--- src/rtl/preimage_enumerator.sv ---
// preimage_enumerator
//   Inverts the fixed 3-to-2 code law F (000->00, 001->01, 01x->10, 10x->11,
//   11x->00). For each accepted 2-bit code it emits every 3-bit word x with
//   F(x) equal to that code, in ascending order. One candidate index is
//   evaluated per cycle. Stall cycles hold the current word.
//
// Ports
//   clock, reset           rising-edge clock, synchronous active-high reset
//   code_valid/code_ready  input code handshake, code = {z1,z0}
//   x_valid/x_ready        preimage word handshake, word = {x2,x1,x0}
//   x_last                 the presented word is the final preimage of the code
//   pre_count              size of the current code's preimage set (00 when idle)
//
// Every output is a function of registers only.
module preimage_enumerator (
    input  logic       clock,
    input  logic       reset,
    input  logic       code_valid,
    output logic       code_ready,
    input  logic       z1,
    input  logic       z0,
    output logic       x_valid,
    input  logic       x_ready,
    output logic       x2,
    output logic       x1,
    output logic       x0,
    output logic       x_last,
    output logic [1:0] pre_count
);

    typedef enum logic {IDLE, SCAN} state_t;

    state_t     state;
    logic [1:0] code_q;
    logic [2:0] idx;
    logic       init_done;   // holds code_ready low through the reset cycle
    logic       match;
    logic       more;

    function automatic logic [1:0] f_code(input logic [2:0] x);
        logic [1:0] r;
        case (x[2:1])
            2'b00:   r = {1'b0, x[0]};
            2'b01:   r = 2'b10;
            2'b10:   r = 2'b11;
            default: r = 2'b00;
        endcase
        return r;
    endfunction

    // match: current index is a preimage. more: a later index also is.
    always_comb begin
        match = (f_code(idx) == code_q);
        more  = 1'b0;
        for (int j = 0; j < 8; j++) begin
            if ((3'(j) > idx) && (f_code(3'(j)) == code_q))
                more = 1'b1;
        end
    end

    always_ff @(posedge clock) begin
        if (reset) begin
            state     <= IDLE;
            code_q    <= 2'b00;
            idx       <= 3'd0;
            init_done <= 1'b0;
        end else begin
            init_done <= 1'b1;
            case (state)
                IDLE: begin
                    if (code_valid && code_ready) begin
                        code_q <= {z1, z0};
                        idx    <= 3'd0;
                        state  <= SCAN;
                    end
                end
                SCAN: begin
                    if (!match) begin
                        idx <= idx + 3'd1;
                    end else if (x_ready) begin
                        // No wrap possible: the last preimage of any code
                        // ends the scan before idx would pass 7.
                        if (!more) state <= IDLE;
                        else       idx   <= idx + 3'd1;
                    end
                end
                default: state <= IDLE;
            endcase
        end
    end

    always_comb begin
        code_ready   = (state == IDLE) && init_done;
        x_valid      = (state == SCAN) && match;
        {x2, x1, x0} = x_valid ? idx : 3'b000;
        x_last       = x_valid && !more;
        pre_count    = 2'b00;
        if (state == SCAN) begin
            case (code_q)
                2'b00:   pre_count = 2'd3;
                2'b01:   pre_count = 2'd1;
                default: pre_count = 2'd2;
            endcase
        end
    end

endmodule
--- config.mk ---
export PLATFORM = sky130hd
export DESIGN_NAME = preimage_enumerator
export DESIGN_NICKNAME = d
export VERILOG_FILES = /design/src/rtl/preimage_enumerator.sv
export SDC_FILE = /design/constraint.sdc
export NUM_CORES = 1
export LEC_CHECK = 0
export ABC_AREA = 1
export BUFFER_PORTS_ARGS = -buffer_cell sky130_fd_sc_hd__buf_2
export CAP_MARGIN = 20
export CORE_AREA = 2 2 39 41
export CTS_BUF_LIST = sky130_fd_sc_hd__clkbuf_4 sky130_fd_sc_hd__clkbuf_8 sky130_fd_sc_hd__clkbuf_16
export CTS_CLUSTER_SIZE = 12
export DETAILED_ROUTE_END_ITERATION = 8
export DIE_AREA = 0 0 41 43
export PLACE_DENSITY = 0.76
export REMOVE_ABC_BUFFERS = 1
export SYNTH_ARGS = -nofsm -noshare
export SYNTH_HDL_FRONTEND = slang
export SYNTH_SLANG_ARGS = --single-unit
--- constraint.sdc ---
create_clock -name clock -period 2.3 [get_ports clock]
set_clock_uncertainty 0.15 [all_clocks]
set_input_delay 0.345 -clock clock [delete_from_list [all_inputs] [get_ports clock]]
set_output_delay 0.345 -clock clock [all_outputs]
set_load 0.02 [all_outputs]
======== Yosys cells after proc, flatten, opt, wreduce, memory -nomap -nowiden ========
Index checks and enable logic that the tools add are counted.
storage, ports and cells
  register bits ........................... 7
  output and inout port bits .............. 8
  logic and storage cells ................. 64
operators by class
  add/subtract/negate cells ............... 1
  $lt $le $gt $ge ......................... 8
  eq/ne operators ......................... 10
  mux-type cells .......................... 23
  bitwise operators ....................... 1
  reduce and logical (&&, ||, !) cells .... 17
operator list
  cell                                                           count
  2-to-1 mux 3 bit                                               5
  2-to-1 mux 1 bit                                               13
  greater-than comparator 3 bit (first input constant)           4
  logical AND 1 bit                                              12
  greater-than comparator 1 x 3 -> 1 bit (first input constant)  2
  greater-than comparator 2 x 3 -> 1 bit (first input constant)  2
  one-hot mux 2 bit (3 select lines)                             1
  one-hot mux 3 bit (2 select lines)                             1
  == test 2 x 1 -> 1 bit (second input constant)                 2
  == test 2 bit (first input constant)                           2
  logical NOT 2 bit                                              2
  one-hot mux 2 bit (2 select lines)                             1
  adder 3 x 1 -> 3 bit (second input constant)                   1
  != test 3 x 2 -> 1 bit (second input constant)                 1
  != test 3 bit (second input constant)                          1
  AND reduction 3 bit                                            1
  == test 1 x 2 -> 1 bit (first input constant)                  1
  == test 2 bit                                                  1
  == test 2 bit (second input constant)                          1
  2-to-1 mux 2 bit                                               1
  != test 2 bit (second input constant)                          1
  one-hot mux 1 bit (2 select lines)                             1
  AND reduction 2 bit                                            1
  logical NOT 1 bit                                              1
  inverter 1 bit                                                 1

======== Logic depth before layout (Yosys ltp) ========
  depth after elaboration ................. 14
  depth in mapped cells ................... 13
  gate-level depth less buffers ........... 12

======== Least setup slack after synthesis ========
OpenSTA, ideal clock, no wires.
  path type ............................... flip-flop to output port
  start ................................... register idx[1]
  end ..................................... output port x0
  arrival ................................. 1.759 ns
  data required time ...................... 1.805 ns
  setup slack ............................. 0.046 ns
  cell stages (with the launch flop) ...... 8
  cells stage by stage .................... dfxtp_1 inv_1 ha_1 xnor2_1 nand3_2 nor2_4 inv_1 nor2_1
on the way
  cells in the longest elaborated chain, start to end .. 5
ends and longest elaborated chain
  what                                         line  RTL
  from (decl)                                  35    logic [2:0] idx;
  from (signal assigned)                       79    idx <= idx + 3'd1;
  from (signal assigned)                       84    else idx <= idx + 3'd1;
  == test 2 bit, or another cell as far along  42    case (x[2:1])
  one-hot mux 2 bit (3 select lines) (*)       42
  == test 2 bit (*)                            53    match = (f_code(idx) == code_q);
  logical AND 1 bit (*)                        94    x_valid = (state == SCAN) && match;
  net x_valid                                  22    output logic x_valid,
  2-to-1 mux 3 bit (*)                         95    {x2, x1, x0} = x_valid ? idx : 3'b000;
  to (decl)                                    26    output logic x0,
Mark *: on every way through the listed nets, which the timed path passes. The rest lies on a longest branch.

======== Worst setup path after layout ========
  start ................................... register idx[2]
  end ..................................... output port x_last
on the way
  cells in the longest elaborated chain, start to end .. 12
ends and longest elaborated chain
  what                                    line  RTL
  greater-than comparator 1 x 3 -> 1 bit  56    if ((3'(j) > idx) && (f_code(3'(j)) == code_q))
  logical AND 1 bit                       56
  2-to-1 mux 1 bit (8 in series)          56
  logical NOT 1 bit                       96    x_last = x_valid && !more;
  logical AND 1 bit (*)                   96
  to (decl)                               27    output logic x_last,
Every way passes the cells marked *; elsewhere a longest branch is shown, timed or not.

==> results.py <==
metrics = {
    "clock_tree": {
        "htree_levels": 1,
        "cts-root-buf": "clkbuf_4",
        "cts_tree": "yes",
        "cts_buffer_depth": 2,
        "insertion_delay_ns": 0.25,
        "clock-sinks": 7,
        "path_clk_slew_ns": 0.05,
        "cts_buffers": 3,
    },
    "logic_synthesis": {
        "ys_ff_latch": 7,
        "synth_cell_type_count": 23,
        "syn-cell-area_um2": 661,
        "synth_edf_count": 0,
        "synth_flop_cell": "dfxtp_1",
        "yosys.area.top_type": "dfxtp_1",
        "synthArstFlopShare_pct": 0,
        "yosys_warnings": 0,
        "avgSynthCellArea_um2": 7.18,
        "ys_seq_area_share_pct": 21.2,
        "synth_top_area_share_pct": 21.2,
        "netlist_instances": 92,
        "yosys-top-cells-area": "dfxtp_1 21%, ha_1 17%, nand2_1 11%",
    },
    "power_and_ir_drop": {
        "combPwrFrac_pct": 29.9,
        "clkPwrFrac_pct": 32.9,
        "seqPwrFrac_pct": 37.3,
        "p_int_uw": 252,
        "power_switching_uw": 123,
        "sw_frac_of_total_pct": 32.7,
        "cellPowerDensity_mw_per_mm2": 450,
        "leakagePower_uw": 0.000424,
        "ir_drop_v": 0.000384,
    },
    "detailed_routing": {
        "drt-initial-drc-count": 13,
        "drtAntennaViolNets": 0,
        "wl_per_cell_um": 10.9,
        "dr.pass1.iters": 4,
        "vias": 642,
        "via_per_inst": 5.02,
        "finalWirelength_um": 1400,
        "drc": 0,
    },
    "setup_path": {
        "end_kind": "output port",
        "crit_required_ns": 1.80,
        "crit_arrival_ns": 1.66,
        "path_class": "register to output port",
        "start_kind": "register",
        "cp_max_fo": 11,
    },
    "cells_and_area": {
        "fillers": 142,
        "diodes": 0,
        "syn_to_final_growth_pct": 25.9,
        "fin_nets": 128,
        "final_common_cell": "nand2_1",
        "final_area_um2": 832,
        "layout_common_cells": "20 x nand2_1, 11 x buf_2, 10 x nor2_1",
        "drive_gt1_share_pct": 39.3,
    },
    "placement": {
        "pre_cts_slack_ns": 0.278,
        "gp_congestion": 0.806,
        "hpwl_um": 1110,
        "port_buffers": 13,
        "place_area_um2": 749,
    },
    "die": {
        "fp.dieW_um": 41,
        "dieArea_mm2": 0.00176,
        "pin_count": 14,
        "core_mm2": 0.00138,
        "die_y_um": 43,
        "initial_core_util_pct": 47.7,
        "rows": 14,
    },
    "sta": {
        "finalSetupTns_ns": 0,
        "min_period_over_period_pct": 93.7,
        "whs_ns": 0.144,
        "rsz0062_at_grt": "false",
        "setup_ws_ns": 0.145,
        "fmaxAchievable_mhz": 464,
        "relSlewSlack_pct": 82.2,
        "drv_slew": 0,
        "hold_viol": 0,
        "finalWorstPathRequiredPeriod_ns": 2.15,
        "final-setup-viol-count": 0,
        "worstMarginPinSlew_ns": 0.267,
    },
    "global_route": {
        "gr-total-overflow": 0,
        "globalRouteMet1Util_pct": 26.2,
        "antenna_found_initial": 0,
        "grt_pass1_wl_um": 2520,
        "grt_use_met3_pct": 4.71,
        "grt_start_max_net_pins": 12,
        "gr-usage-all-layers_pct": 21.6,
        "grt.busiest_layer": "met2",
        "grt_use_met2_pct": 32.8,
        "grt_pass1_vias": 601,
    },
    "worst_hold_path": {
        "holdCritPathClass": "input pin to register",
    },
    "run": {
        "maxCapViolCount": 0,
    },
    "run_status": {
        "status": "finished, final reports clean",
    },
}
[what timing repair did]
item / in CTS / in global routing
hold buffers: 0 / 0
endpoints found under the setup margin: 0 / 4
setup buffers: 0 / 2
gates resized for setup: 0 / 12
[synthesized netlist by cell type, types with 2 or more instances]
| master | count |
|---|---|
| a21oi_1 | 7 |
| dfxtp_1 | 7 |
| ha_1 | 9 |
| inv_1 | 11 |
| inv_2 | 2 |
| nand2_1 | 20 |
| nand2_2 | 2 |
| nand3_1 | 4 |
| nand3_2 | 4 |
| nand4_1 | 2 |
| nor2_1 | 11 |
| o21ai_0 | 2 |
[registers in the layout (all words and copies together) (netlist names)]
signal,cells
state,1
init_done,1
code_q,2
idx,3
[worst max-delay path, cell delays in order, from the launching register on]
cell	delay, ns
dfxtp_2	0.33
buf_4	0.18
ha_1	0.19
nand2_1	0.06
nand2_1	0.05
nand2_1	0.06
nand2_2	0.06
a21oi_4	0.14
nand3_4	0.11
inv_1	0.06
buf_2	0.15
[worst paths after layout]
path                             from                  end  slack (ns)  cells past startpoint
setup / recovery  idx[2]$_SDFFE_PP0P_               x_last        0.15                     10
setup reg to reg  idx[1]$_SDFFE_PP0P_  idx[2]$_SDFFE_PP0P_        0.61                     10
hold reg to reg      state$_SDFF_PP0_  idx[1]$_SDFFE_PP0P_        0.41                      2
hold / removal                  reset     state$_SDFF_PP0_        0.14                      2
[power groups by stage]
stage,Clock [µW],Combinational [µW],Sequential (µW)
global placement,0,96.8,141
floorplan,0,75.5,139
detailed placement,0,99.3,140
CTS,128,99.6,138
finish,123,112,140
global route,140,125,141
[logic make-up after synthesis]
kind of cell	after synthesis	share of synthesized area [%]
xor+xnor	1	1.33
buf+inv	15	10.4
flops	7	21.2
fa+ha+maj	9	17.0
compound gates	13	12.7
simple gates	47	37.3
[per-layer routing]
layer  wire, µm  vias to the layer above
met5          0                        -
met4         42                        0
met3         21                        4
met2        702                        8
met1        634                      295
li1           -                      335
[per-stage QoR]
step / power, µW / cells / util, %
final: 375 / 128 / 60.1
after global routing: 407 / 128 / 60.1
after CTS: 365 / 126 / 56.3
after detailed placement: 240 / 122 / 54.2
after global placement: 238 / 122 / 54.2
after floorplan: 214 / 91 / -
[final cells by class]
cell class / instances / area (µm²) / area share [%]
clock buffers: 4 / 30.0 / 3.61
inverters: 14 / 60.1 / 7.22
multi-input cells: 70 / 474 / 57.0
flip-flops and latches: 7 / 144 / 17.3
well taps: 16 / 20.0 / 2.41
repair buffers: 17 / 104 / 12.5
No activity file was read; power rests on OpenSTA's default activity.
